**src/rtl/delay_rx_pkg.sv**
```systemverilog
// Shared types and sizing helpers for the delay-stage receive buffer.
package delay_rx_pkg;

    localparam int DATA_W        = 16;
    localparam int OVF_CNT_W_DEF = 8;

    typedef logic [DATA_W-1:0] sample_t;

    // Pointer width for a power-of-two depth; never narrower than one bit.
    function automatic int ptr_w(input int depth);
        return (depth > 2) ? $clog2(depth) : 1;
    endfunction

endpackage

```
**src/rtl/delay_rx_mem.sv**
```systemverilog
// Sample storage: one synchronous write port, one asynchronous read port, no reset.
module delay_rx_mem
    import delay_rx_pkg::*;
#(
    parameter int DEPTH = 8
) (
    input  logic                    clk,
    input  logic                    we,
    input  logic [ptr_w(DEPTH)-1:0] waddr,
    input  sample_t                 wdata,
    input  logic [ptr_w(DEPTH)-1:0] raddr,
    output sample_t                 rdata
);

    sample_t mem_q [DEPTH];

    always_ff @(posedge clk) begin
        if (we) begin
            mem_q[waddr] <= wdata;
        end
    end

    assign rdata = mem_q[raddr];

endmodule

```
**src/rtl/delay_data_rx_buffer.sv**
```systemverilog
// Elastic receive buffer: strobe-qualified samples in, valid/ready out, overruns counted.
// Optional macro DELAY_RX_LEVEL_EN adds a level output (FIFO words + output register).
module delay_data_rx_buffer
    import delay_rx_pkg::*;
#(
    parameter int DEPTH     = 8,
    parameter int OVF_CNT_W = OVF_CNT_W_DEF
) (
    input  logic                          clk,
    input  logic                          rst_n,
    input  logic                          flush,
    input  sample_t                       data_in,
    input  logic                          en,
    output logic                          full,
    output sample_t                       data_out,
    output logic                          valid,
    input  logic                          ready,
    output logic                          ovf,
    output logic [OVF_CNT_W-1:0]          ovf_cnt,
`ifdef DELAY_RX_LEVEL_EN
    output logic [$clog2(DEPTH+2)-1:0]    level,
`endif
    input  logic                          clr_ovf
);

    localparam int PTR_W = ptr_w(DEPTH);
    localparam int CNT_W = $clog2(DEPTH + 1);
    localparam logic [CNT_W-1:0] DEPTH_C = CNT_W'(DEPTH);

    logic [PTR_W-1:0]     wr_ptr_q, wr_ptr_d;
    logic [PTR_W-1:0]     rd_ptr_q, rd_ptr_d;
    logic [CNT_W-1:0]     count_q, count_d;
    logic                 full_q, full_d;
    logic                 valid_q, valid_d;
    sample_t              data_out_q, data_out_d;
    logic                 ovf_q, ovf_d;
    logic [OVF_CNT_W-1:0] ovf_cnt_q, ovf_cnt_d;

    logic    push, pop, drop;
    sample_t head;

    delay_rx_mem #(.DEPTH(DEPTH)) u_mem (
        .clk   (clk),
        .we    (push),
        .waddr (wr_ptr_q),
        .wdata (data_in),
        .raddr (rd_ptr_q),
        .rdata (head)
    );

    always_comb begin
        // Space is judged on the pre-edge count: a same-cycle pop never makes room.
        push = en && !flush && (count_q != DEPTH_C);
        drop = en && !flush && (count_q == DEPTH_C);
        pop  = !flush && (count_q != '0) && (!valid_q || ready);

        wr_ptr_d   = wr_ptr_q + PTR_W'(push);
        rd_ptr_d   = rd_ptr_q + PTR_W'(pop);
        count_d    = count_q + CNT_W'(push) - CNT_W'(pop);
        data_out_d = pop ? head : data_out_q;

        valid_d = valid_q;
        if (pop) begin
            valid_d = 1'b1;
        end else if (valid_q && ready) begin
            valid_d = 1'b0;
        end

        if (flush) begin
            wr_ptr_d = '0;
            rd_ptr_d = '0;
            count_d  = '0;
            valid_d  = 1'b0;
        end

        full_d = (count_d == DEPTH_C);

        ovf_d     = ovf_q;
        ovf_cnt_d = ovf_cnt_q;
        if (drop) begin
            ovf_d     = 1'b1;
            ovf_cnt_d = clr_ovf       ? OVF_CNT_W'(1)
                      : (&ovf_cnt_q)  ? ovf_cnt_q
                      :                 ovf_cnt_q + OVF_CNT_W'(1);
        end else if (clr_ovf) begin
            ovf_d     = 1'b0;
            ovf_cnt_d = '0;
        end
    end

    always_ff @(posedge clk or negedge rst_n) begin
        if (!rst_n) begin
            wr_ptr_q   <= '0;
            rd_ptr_q   <= '0;
            count_q    <= '0;
            full_q     <= 1'b0;
            valid_q    <= 1'b0;
            data_out_q <= '0;
            ovf_q      <= 1'b0;
            ovf_cnt_q  <= '0;
        end else begin
            wr_ptr_q   <= wr_ptr_d;
            rd_ptr_q   <= rd_ptr_d;
            count_q    <= count_d;
            full_q     <= full_d;
            valid_q    <= valid_d;
            data_out_q <= data_out_d;
            ovf_q      <= ovf_d;
            ovf_cnt_q  <= ovf_cnt_d;
        end
    end

    assign full     = full_q;
    assign valid    = valid_q;
    assign data_out = data_out_q;
    assign ovf      = ovf_q;
    assign ovf_cnt  = ovf_cnt_q;

`ifdef DELAY_RX_LEVEL_EN
    localparam int LVL_W = $clog2(DEPTH + 2);
    assign level = LVL_W'(count_q) + LVL_W'(valid_q);
`endif

endmodule

```
**config.mk**
```make
export PLATFORM = sky130hd
export DESIGN_NAME = delay_data_rx_buffer
export DESIGN_NICKNAME = d
export VERILOG_FILES = /design/src/rtl/delay_rx_pkg.sv /design/src/rtl/delay_rx_mem.sv /design/src/rtl/delay_data_rx_buffer.sv
export SDC_FILE = /design/constraint.sdc
export NUM_CORES = 1
export LEC_CHECK = 0
export CAP_MARGIN = 20
export CORE_AREA = 3 3 115 117
export CTS_BUF_LIST = sky130_fd_sc_hd__clkbuf_8
export CTS_CLUSTER_SIZE = 30
export DETAILED_ROUTE_END_ITERATION = 7
export DIE_AREA = 0 0 118 120
export PLACE_DENSITY = 0.74
export SYNTH_ARGS = -nofsm -noshare
export SYNTH_HDL_FRONTEND = slang
export SYNTH_HIERARCHICAL = 1
export SYNTH_SLANG_ARGS = --single-unit
```
**constraint.sdc**
```tcl
create_clock -name clk -period 4.9 [get_ports clk]
set_input_delay 0.735 -clock clk [delete_from_list [all_inputs] [get_ports clk]]
set_output_delay 0.735 -clock clk [all_outputs]
set_load 0.01 [all_outputs]
```
**Yosys cells after proc, flatten, opt, wreduce, memory -nomap -nowiden**

Memories as Yosys holds them, arrays and structs flattened. A register that Yosys moved wholly into a read port is not among the register bits.
Cells that the tools add are included.

- Add/subtract/negate cells: 5
- $mul: 0
- Div/mod/pow operators: 0
- $lt $le $gt $ge: 0
- Eq/ne operators: 4
- Shifts and indexed selects: 0
- Multiplexer cells: 14
- Bitwise gates (word level): 0
- Reduce and logical (&&, ||, !) cells: 15

Operator list:

| cell | number |
|---|---|
| $mux 8 | 4 |
| $add 8x1->8 const B | 1 |
| $eq 4x4->1 const B | 2 |
| $reduce_and 8->1 | 1 |
| $mux 1 | 7 |
| $add 3x1->3 | 2 |
| $logic_and 1x1->1 | 6 |
| $mux 3 | 2 |
| $add 4x1->4 | 1 |
| $mux 4 | 1 |
| $ne 4x4->1 const B | 1 |
| $reduce_bool 4->1 | 1 |
| $sub 4x1->4 | 1 |
| $logic_not 1->1 | 3 |
| $reduce_bool 3->1 | 1 |
| $ne 2x2->1 const B | 1 |
| $reduce_and 2->1 | 1 |
| $reduce_bool 2->1 | 1 |
| $logic_or 1x1->1 | 1 |

- Bits in registers: 21
- Latch bits: 0
- RAM bits: 128
- Memory bits (read-only): 0
- Input bits: 22
- Output and inout bits: 27
- Word-level logic and storage cells: 46
- Memories kept: 1

Memory list:

| name | words | width | read ports | clocked after Yosys merged registers in | wr ports | RTL line | source |
|---|---|---|---|---|---|---|---|
| u_mem.mem_q | 8 | 16 | 1 | 1 | 1 | delay_rx_mem.sv:15 | `sample_t mem_q [DEPTH];` |

**Logic depth before layout (Yosys ltp)**

Gate-level depths: netlist (run 1).

- Depth in word-level cells: 7
- Mapped depth: 11
- Mapped depth without buffers: 11

**Hierarchy**

Netlist (run 1), hierarchy kept.

By module, submodules not included:

| module | times used | cells an instance | area each (µm²) | seq. area each (µm²) |
|---|---|---|---|---|
| delay_rx_mem | 1 | 198 | 4973.5 | 3843.7 |
| delay_data_rx_buffer | 1 | 145 | 1752.9 | 925.9 |

**Worst setup path after synthesis (run 1)**

Ideal clock, no wire load.

- Path kind: input port to flip-flop
- From: input flush
- To: memory u_mem/mem_q[0][0] in the netlist's numbering, enable pin
- Library setup time: 0.409 ns
- Data arrival time: 2.351 ns
- Data required time: 4.491 ns
- Setup slack: 2.139 ns
- Cell stages on the path: 4
- Path buffers: 0
- Path through: nand2b_4 -> nor2_1 -> nand2b_1 -> nor3_1

- Longest elaborated chain between the ends: 5

RTL lines:

| item | RTL line | source |
|---|---|---|
| from (decl) | delay_data_rx_buffer.sv:11 | `input logic flush,` |
| $logic_not 1->1 | delay_data_rx_buffer.sv:53 | `push = en && !flush && (count_q != DEPTH_C);` |
| $logic_and 1x1->1 (2 in a row) | delay_data_rx_buffer.sv:53 |  |
| net push | delay_data_rx_buffer.sv:39 | `logic push, pop, drop;` |
| $mux 1 | delay_rx_mem.sv:18 | `if (we) begin` |
| $mux 1 (implied by the code) | delay_rx_mem.sv:19 | `mem_q[waddr] <= wdata;` |
| to (decl) | delay_rx_mem.sv:15 |  |

The timed path passes the listed nets, and every way through them passes these cells.

**Final worst setup path (run 1)**

- From: input flush
- To: register full_q (netlist: full)

- Longest elaborated chain between the ends: 7
- Elaborated cells on any way between the ends: 9
- Classes of those cells: add/sub: 2; eq/ne: 1; mux: 1; reduce/logical: 5

RTL lines:

| item | RTL line | source |
|---|---|---|
| $logic_not 1->1 | delay_data_rx_buffer.sv:53, delay_data_rx_buffer.sv:55 |  |
| $logic_and 1x1->1 (2 in a row) | delay_data_rx_buffer.sv:53 |  |
| $add 4x1->4 | delay_data_rx_buffer.sv:59 | `count_d = count_q + CNT_W'(push) - CNT_W'(pop);` |
| $sub 4x1->4 | delay_data_rx_buffer.sv:59 |  |
| $mux 4 * | delay_data_rx_buffer.sv:69 | `if (flush) begin` |
| net count_d[2] | delay_data_rx_buffer.sv:32 | `logic [CNT_W-1:0] count_q, count_d;` |
| $eq 4x4->1 * | delay_data_rx_buffer.sv:76 | `full_d = (count_d == DEPTH_C);` |
| net full_d | delay_data_rx_buffer.sv:33 | `logic full_q, full_d;` |
| to (signal assigned) | delay_data_rx_buffer.sv:105 | `full_q <= full_d;` |
| to (decl) | delay_data_rx_buffer.sv:33 |  |

Mark *: on every way through the listed nets, which the timed path passes. The rest lies on a longest branch.
A chain may end at the register's enable or synchronous reset.

==> results of run 1 <==
[synthesized netlist by cell type]
cell type and count:
clkbuf_2 1, edfxtp_1 128, inv_1 4, buf_1 6, a21oi_4 1, mux4_2 4
a311oi_1 2, and4_1 1, mux2_2 25, xnor2_1 4, and3_1 2, and2_1 1
nor3b_2 1, nand3b_1 1, buf_6 5, nand4_1 3, nor3_1 7, ha_1 10
or3_1 1, o21ai_0 4, nor2b_1 9, a21oi_1 6, mux2_1 7, nand2b_1 6
a31oi_1 3, and4b_1 1, nand3_1 3, nand2_1 7, a21o_1 2, mux4_1 28
dfrtp_1 37, clkbuf_1 1, nor2_1 15, fa_1 1, a22oi_1 1, nand2b_4 1
xor2_1 2, nor4_2 1, mux2i_1 1
[sequential cells by signal, summed over array words and instances (netlist names)]
name and flops:
count_q 4, data_out 16, full 1, ovf 1, ovf_cnt 8, rd_ptr_q 3
u_mem/mem_q 128, valid 1, wr_ptr_q 3
[worst max-delay path, cell delays in order]
cell and delay, ns:
clkdlybuf4s50_1 0.69, nand2b_1 0.31, a21oi_4 0.31, xor2_1 0.12
ha_1 0.22, fa_1 0.38, xnor2_1 0.16, nor2_1 0.06
or3_1 0.32, nor3_1 0.16
[power by group through the flow]
stage	Clock, mW	Sequential [mW]	Combinational [mW]
after CTS	0.836	1.71	0.828
final	0.807	1.71	0.814
after global placement	0	1.74	0.805
after floorplan	0	1.75	0.517
after detailed placement	0	1.74	0.824
after global routing	0.894	1.72	0.889
[final cells by class]
type | count | area [um2]
sequential | 165 | 4770
clock inverter | 14 | 80.1
fill | 895 | 4720
clock buffer | 18 | 248
timing repair buffer | 59 | 558
tap | 172 | 215
multi-input combinational | 161 | 1860
inverter | 4 | 15.0
[cell families (layout without fill, tap and decap cells)]
family / after synthesis / after routing
AO/OA/AOI/OAI: 19 / 19
buffers and inverters: 17 / 95
flip-flops: 165 / 165
XOR/XNOR: 6 / 6
multiplexers: 65 / 65
adder cells (fa/ha/maj): 11 / 11
AND/OR/NAND/NOR: 60 / 60
[final timing paths]
kind,start,end
min in group clk,ovf,ovf
max in group asynchronous,rst_n,wr_ptr_q[1]
setup reg to reg,count_q[2],full
hold / removal,rst_n,ovf_cnt[5]
hold reg to reg,ovf,ovf
setup / recovery,flush,full
[layer usage]
metal,track usage (%),share of wire [%]
met1,24.4,44
met2,27.6,50
met3,4.67,5.2
met4,7.25,1.3
met5,0,0
==> metrics.yaml, run 1 <==
finish:
  finalNonFillerCells: 593
  utilization_pct: 62.2
  syn_to_final_growth_pct: 15.2
  n_antenna_cell: 0
  final_cell_mix: "edfxtp_1, clkdlybuf4s50_1, dfrtp_1, mux4_1, mux2_2"
  nNetsFinal: 441
  drive_gt1_share_pct: 17.3
  postLayoutCellArea_mm2: 0.00775
  layout_commonest_cell: "edfxtp_1"
timing:
  hold_viol_final: 0
  rsz0062_at_grt: "false"
  fin_worst_skew_ns: 0.0108
  maxSlewViolCount: 0
  period_minus_slack_ns: 3.13
  slew_headroom_pct: 38.2
  finalSetupViolations: 0
  max_freq_mhz: 320
  setup_ws_ns: 1.77
  period_share_pct: 63.8
  holdWs_ns: 0.429
  worstMarginPinSlew_ns: 0.927
  totalNegativeSetupSlack_ns: 0
route:
  via_per_inst: 5.69
  ant_nets: 0
  dr.first_iter.drc_count: 274
  vias: 3374
  wl_per_cell_um: 19.9
  routed_wl_um: 11800
  first_pass_iters: 4
  drc_errors: 0
grt:
  antenna_found_initial: 0
  grt_pass1_wl_um: 18600
  grt-ovfl-total: 0
  grt_max_degree: 38
  grt_pass1_vias: 3429
  grt_usage_pct: 17.8
synthesis:
  synth_xor_area_share_pct: 0.781
  synth.largest_area_cell: "edfxtp_1"
  muxShareOfSynthArea_pct: 17.8
  synth.ff_latch_count: 165
  synth_top_area_share_pct: 57.1
  ys_warn_count: 6
  synth_top_family_by_area: "multiplexers"
  synthTopCellsByArea: "edfxtp_1, dfrtp_1, mux4_1"
  synth.distinct_cells: 39
  syn-num-nets: 376
  synth-simple-area-share_pct: 4.99
  avgSynthCellArea_um2: 19.6
  syn_area_mm2: 0.00673
  synth_seq_area_share_pct: 70.9
  synth_compound_area_share_pct: 1.86
  synth_adder_area_share_pct: 2.16
  synthCells: 343
setup_path:
  crit_path_end_kind: "flop"
  rrSetupSlack_ns: 1.99
  start_kind: "input port"
  worst-path-max-fanout: 16
  required_ns: 5.24
  ff2ff_path_depth: 11
  path_class: "input port to flop"
  worstPathArrival_ns: 3.47
clock_network:
  numCtsBuffers: 17
  post_cts_buffers: 0
  clockRootBuffer: "clkbuf_8"
  clkSlewWorstSetupHoldPaths_ns: 0.08
  cts_resized: 0
  clock_latency_ns: 0.44
  clockBufferDepth: 2
  ctsHoldBuffers: 0
  htree_levels: 4
  cts_num_sinks: 165
  cts_tree: "done"
power:
  p_seq_share_pct: 51.3
  vdd_drop_max_v: 0.000289
  leakagePower_nw: 2.72
  clock_power_share_pct: 24.3
  switching_share_pct: 26.4
  p_int_mw: 2.45
  p_per_area_mw_per_mm2: 429
  combPwrFrac_pct: 24.4
  p_switching_mw: 0.878
  p_total_mw: 3.33
placement:
  dpl_cell_area_mm2: 0.00742
  dp_hpwl_um: 7120
  place_inst: 561
  gp_congestion: 0.891
  io_buffers: 48
  place_ws_ns: 1.31
die:
  fp.dieArea_mm2: 0.0142
  die_h_um: 120
  core_mm2: 0.0125
  rows: 41
  initial_core_util_pct: 54.0
  io_pins: 49
  fp.dieW_um: 118
min_path:
  hold_class: "input port to asynchronous set/reset pin"
status:
  outcome: "finished clean"
flow_run:
  drv_cap: 0
Note: power is estimated with default switching activity, not from simulation.
==> inputs of run 2 (changes only) <==
Settings changed: PLACE_DENSITY 0.74 to 0.77.
Clock period 4.9 ns to 2.85 ns, I/O delays scaled along.
==> run 2 against run 1 <==
Non-clock buffer count increased by 12. Setup slack got worse by 1.4 ns. Critical path depth grew 1. Sequential share of layout area decreased by 1.4 points. Power up 81%. Clock skew increased by 0.0046 ns. Clock power up 110%. Sequential cell count stayed put. Largest cell class unchanged. Largest power group unchanged. Highest routed layer unchanged.
==> metrics.yaml, run 2 (synthesized netlist as in run 1, its figures left out) <==
flow_run:
  drv_cap: 0
power:
  switching_share_pct: 25.9
  p_per_area_mw_per_mm2: 761
  vdd_drop_max_v: 0.000588
  p_switching_mw: 1.57
  p_total_mw: 6.04
  leakagePower_nw: 2.80
  p_seq_share_pct: 48.3
  combPwrFrac_pct: 23.9
  p_int_mw: 4.47
  clock_power_share_pct: 27.7
finish:
  n_antenna_cell: 0
  finalNonFillerCells: 605
  layout_commonest_cell: "edfxtp_1"
  largest_register_ff_count: 128
  largest-register: "u_mem/mem_q"
  final.fill_count: 867
  utilization_pct: 63.6
  nNetsFinal: 453
  final_cell_mix: "edfxtp_1, clkdlybuf4s50_1, dfrtp_1, mux4_1, mux2_2"
  syn_to_final_growth_pct: 17.9
  drive_gt1_share_pct: 20.6
route:
  dr.first_iter.drc_count: 348
  drc_errors: 0
  vias: 3371
  routed_wl_um: 11800
  wl_per_cell_um: 19.6
  ant_nets: 0
  first_pass_iters: 4
  via_per_inst: 5.57
placement:
  dp_hpwl_um: 7460
  place_inst: 573
  io_buffers: 48
  gp_congestion: 0.864
setup_path:
  cp_slowest_stage_delay_ns: 0.38
  critPathSlowestCell: "fa_1"
  worstPathCellList: "inv_1 > ha_1 > nor3b_2 > nor2_1 > xor2_1 > ha_1 > fa_1 > xnor2_1 > nor2_1 > or3_1 > nor3_1"
  path_buf_inv: 1
  ff2ff_path_depth: 11
  worstPathArrival_ns: 2.86
  rrSetupSlack_ns: 0.33
  reg2reg_from: "count_q[2]"
  r2r_end: "full"
  worst-path-max-fanout: 3
  path_class: "flop to flop"
  crit_family: "simple AND/OR/NAND/NOR gates"
  required_ns: 3.19
  start_kind: "flop"
  crit_path_end_kind: "flop"
timing:
  totalNegativeSetupSlack_ns: 0
  finalSetupViolations: 0
  max_freq_mhz: 397
  period_share_pct: 88.5
  hold_viol_final: 0
  slew_headroom_pct: 37.9
  rsz0062_at_grt: "false"
  period_minus_slack_ns: 2.52
  worstMarginPinSlew_ns: 0.932
  maxSlewViolCount: 0
  fin_worst_skew_ns: 0.0155
  holdWs_ns: 0.125
grt:
  grt-ovfl-total: 0
  grt_max_degree: 38
  grt_pass1_wl_um: 19200
  grt_pass1_vias: 3579
  antenna_found_initial: 0
  grt_usage_pct: 18.1
clock_network:
  clkSlewWorstSetupHoldPaths_ns: 0.08
  ctsHoldBuffers: 0
  cts_resized: 0
  htree_levels: 4
  clockRootBuffer: "clkbuf_8"
  cts_num_sinks: 165
  clockBufferDepth: 2
  numCtsBuffers: 17
  post_cts_buffers: 0
  clock_latency_ns: 0.45
  cts_tree: "done"
die:
  initial_core_util_pct: 54.0
  die_h_um: 120
  fp.dieArea_mm2: 0.0142
  core_mm2: 0.0125
  io_pins: 49
  fp.dieW_um: 118
  rows: 41
min_path:
  hold_class: "input port to asynchronous set/reset pin"
status:
  outcome: "finished clean"
==> run 2: cell count changes in the layout (fill, tap and decap cells not counted), sizes merged <==
cell / change
bufinv: +2
clkbuf: +1
clkinv: -3
buf: +12
inv: -2
clkinvlp: +2
==> run 2: layout make-up <==
type	instances	area, um2	area share [%]
multi-input cells	161	1860	23.5
flip-flops and latches	165	4770	60.1
inverters	4	15.0	0.189
clock buffers	19	262	3.30
well taps	172	215	2.71
clock inverters	13	144	1.81
repair buffers	71	661	8.33
==> run 2: worst max-delay path by stage <==
| stage | startpoint | cells past startpoint | to |
|---|---|---|---|
| 6_report | count_q[2] | 11 | full |
| 5_1_grt | count_q[2] | 11 | full |
| 4_1_cts | count_q[2] | 11 | full |
| 3_5_place_dp | flush | 10 | full |
| 3_3_place_gp | flush | 10 | full |
| 2_1_floorplan | count_q[2] | 6 | u_mem/mem_q[0][0] |
==> run 2: power groups by stage <==
stage / Sequential (mW) / Combinational (mW) / Clock [mW]
after global placement: 2.96 / 1.43 / 0
after global routing: 2.94 / 1.57 / 1.82
after CTS: 2.92 / 1.47 / 1.72
after floorplan: 3.01 / 0.888 / 0
final: 2.92 / 1.45 / 1.68
after detailed placement: 2.97 / 1.47 / 0
==> run 2: metrics by stage <==
stage                     area (um2)  setup slack [ns]
after floorplan                 6730             0.187
after global placement          7520             0.187
after detailed placement        7520             0.102
after CTS                       7930             0.334
after global routing            7930            0.0955
final                           7930             0.329
==> run 2: metal layers <==
| layer | vias to the layer above | GRT usage (%) | routed length [um] |
|---|---|---|---|
| met3 | 7 | 5.00 | 645 |
| met1 | 1722 | 24.4 | 5130 |
| li1 | 1539 | - | - |
| met4 | 0 | 5.79 | 77 |
| met2 | 103 | 29.0 | 5990 |
| met5 | - | 0 | 0 |
==> inputs of run 3 (changes only) <==
Settings changed: CORE_AREA 3 3 115 117 to 3 3 137 99, DIE_AREA 0 0 118 120 to 0 0 140 102.
==> run 3 against run 2 <==
Fmax shrank 2.1%. Critical path depth is the same. Largest cell class unchanged. First-iteration DRC count shrank 23%. Via count grew 1.6%. Largest power group unchanged. Die area grew 0.85%.
==> metrics.yaml, run 3 (synthesized netlist as in run 1, its figures left out) <==
status:
  outcome: "finished clean"
clock_network:
  clkSlewWorstSetupHoldPaths_ns: 0.09
  numCtsBuffers: 17
  cts_num_sinks: 165
  cts_resized: 0
  cts_tree: "done"
  clockBufferDepth: 2
  ctsHoldBuffers: 0
  clockRootBuffer: "clkbuf_8"
  htree_levels: 4
  clock_latency_ns: 0.45
  post_cts_buffers: 0
finish:
  nNetsFinal: 454
  largest-register: "u_mem/mem_q"
  final_cell_mix: "edfxtp_1, clkdlybuf4s50_1, dfrtp_1, mux4_1, mux2_2"
  n_antenna_cell: 0
  syn_to_final_growth_pct: 17.6
  drive_gt1_share_pct: 20.3
  layout_commonest_cell: "edfxtp_1"
  largest_register_ff_count: 128
  final.fill_count: 846
  postLayoutCellArea_mm2: 0.00791
  finalNonFillerCells: 596
timing:
  rsz0062_at_grt: "false"
  fin_worst_skew_ns: 0.0198
  hold_viol_final: 0
  holdWs_ns: 0.113
  worstMarginPinSlew_ns: 0.946
  maxSlewViolCount: 0
  period_minus_slack_ns: 2.58
  slew_headroom_pct: 36.9
  totalNegativeSetupSlack_ns: 0
  finalSetupViolations: 0
  period_share_pct: 90.4
  max_freq_mhz: 388
route:
  via_per_inst: 5.75
  routed_wl_um: 12700
  dr.first_iter.drc_count: 267
  wl_per_cell_um: 21.2
  ant_nets: 0
  drc_errors: 0
  first_pass_iters: 4
  vias: 3425
placement:
  io_buffers: 48
  gp_congestion: 0.851
  dpl_cell_area_mm2: 0.00753
  place_inst: 564
  dp_hpwl_um: 8140
grt:
  grt_pass1_vias: 3572
  grt_max_degree: 38
  antenna_found_initial: 0
  grt_pass1_wl_um: 20300
  grt-ovfl-total: 0
  grt_usage_pct: 19.2
die:
  fp.dieW_um: 140
  die_h_um: 102
  fp.dieArea_mm2: 0.0143
  initial_core_util_pct: 54.5
  rows: 34
  core_mm2: 0.0123
  io_pins: 49
setup_path:
  path_class: "flop to flop"
  ff2ff_path_depth: 11
  start_kind: "flop"
  rrSetupSlack_ns: 0.27
  r2r_end: "full"
  required_ns: 3.20
  reg2reg_from: "count_q[2]"
  crit_path_end_kind: "flop"
  worstPathArrival_ns: 2.93
  crit_family: "simple AND/OR/NAND/NOR gates"
  path_depth: 11
  cp_slowest_stage_delay_ns: 0.40
  path_buf_inv: 1
  worst-path-max-fanout: 3
  worstPathCellList: "inv_1 > ha_1 > nor3b_2 > nor2_1 > xor2_1 > ha_1 > fa_1 > xnor2_1 > nor2_1 > or3_1 > nor3_1"
  critPathSlowestCell: "fa_1"
power:
  p_total_mw: 5.98
  vdd_drop_max_v: 0.000405
  leakagePower_nw: 2.79
  p_per_area_mw_per_mm2: 756
min_path:
  hold_class: "input port to asynchronous set/reset pin"
flow_run:
  drv_cap: 0
run 3: changes by cell type in the layout (fill, tap and decap cells not counted), sizes merged:
cell / previous run / this run
clkinv: 3 / 8
inv: 9 / 5
clkbuf: 19 / 17
buf: 24 / 25
clkinvlp: 3 / 4
run 3: metal layers:
metal | up-vias | share of wire, % | global-route usage, %
met4 | 0 | 1.1 | 5.88
met3 | 15 | 5.2 | 5.24
met5 | - | 0 | 0
met2 | 94 | 49 | 30.6
met1 | 1774 | 45 | 26.8
li1 | 1542 | - | -
run 3: area by class of cell:
class                   instances  area (um2)  area share (%)
well taps                     162         203            2.56
inverters                       4        15.0           0.190
clock inverters                15         141            1.79
flip-flops and latches        165        4770            60.3
clock buffers                  17         234            2.96
multi-input cells             161        1860            23.6
repair buffers                 72         681            8.61
run 3: how the worst max path moves through the flow:
stage          slack, ns        from                end
2_1_floorplan       0.19  count_q[2]  u_mem/mem_q[0][0]
3_3_place_gp        0.14       flush               full
3_5_place_dp        0.04       flush               full
4_1_cts             0.32  count_q[2]               full
5_1_grt             0.09  count_q[2]               full
6_report            0.27  count_q[2]               full
run 3: stage by stage:
step,utilization (%),setup slack (ns)
6_report,64.1,0.275
5_1_grt,64.1,0.0894
4_1_cts,64.1,0.321
3_5_place_dp,61.1,0.0419
3_3_place_gp,61.1,0.137
2_1_floorplan,-,0.187
run 3: power by group:
| part | internal [mW] | total [mW] | switching, mW |
|---|---|---|---|
| Sequential | 2.80 | 2.92 | 0.115 |
| Combinational | 0.844 | 1.49 | 0.645 |
| Clock | 0.764 | 1.57 | 0.805 |
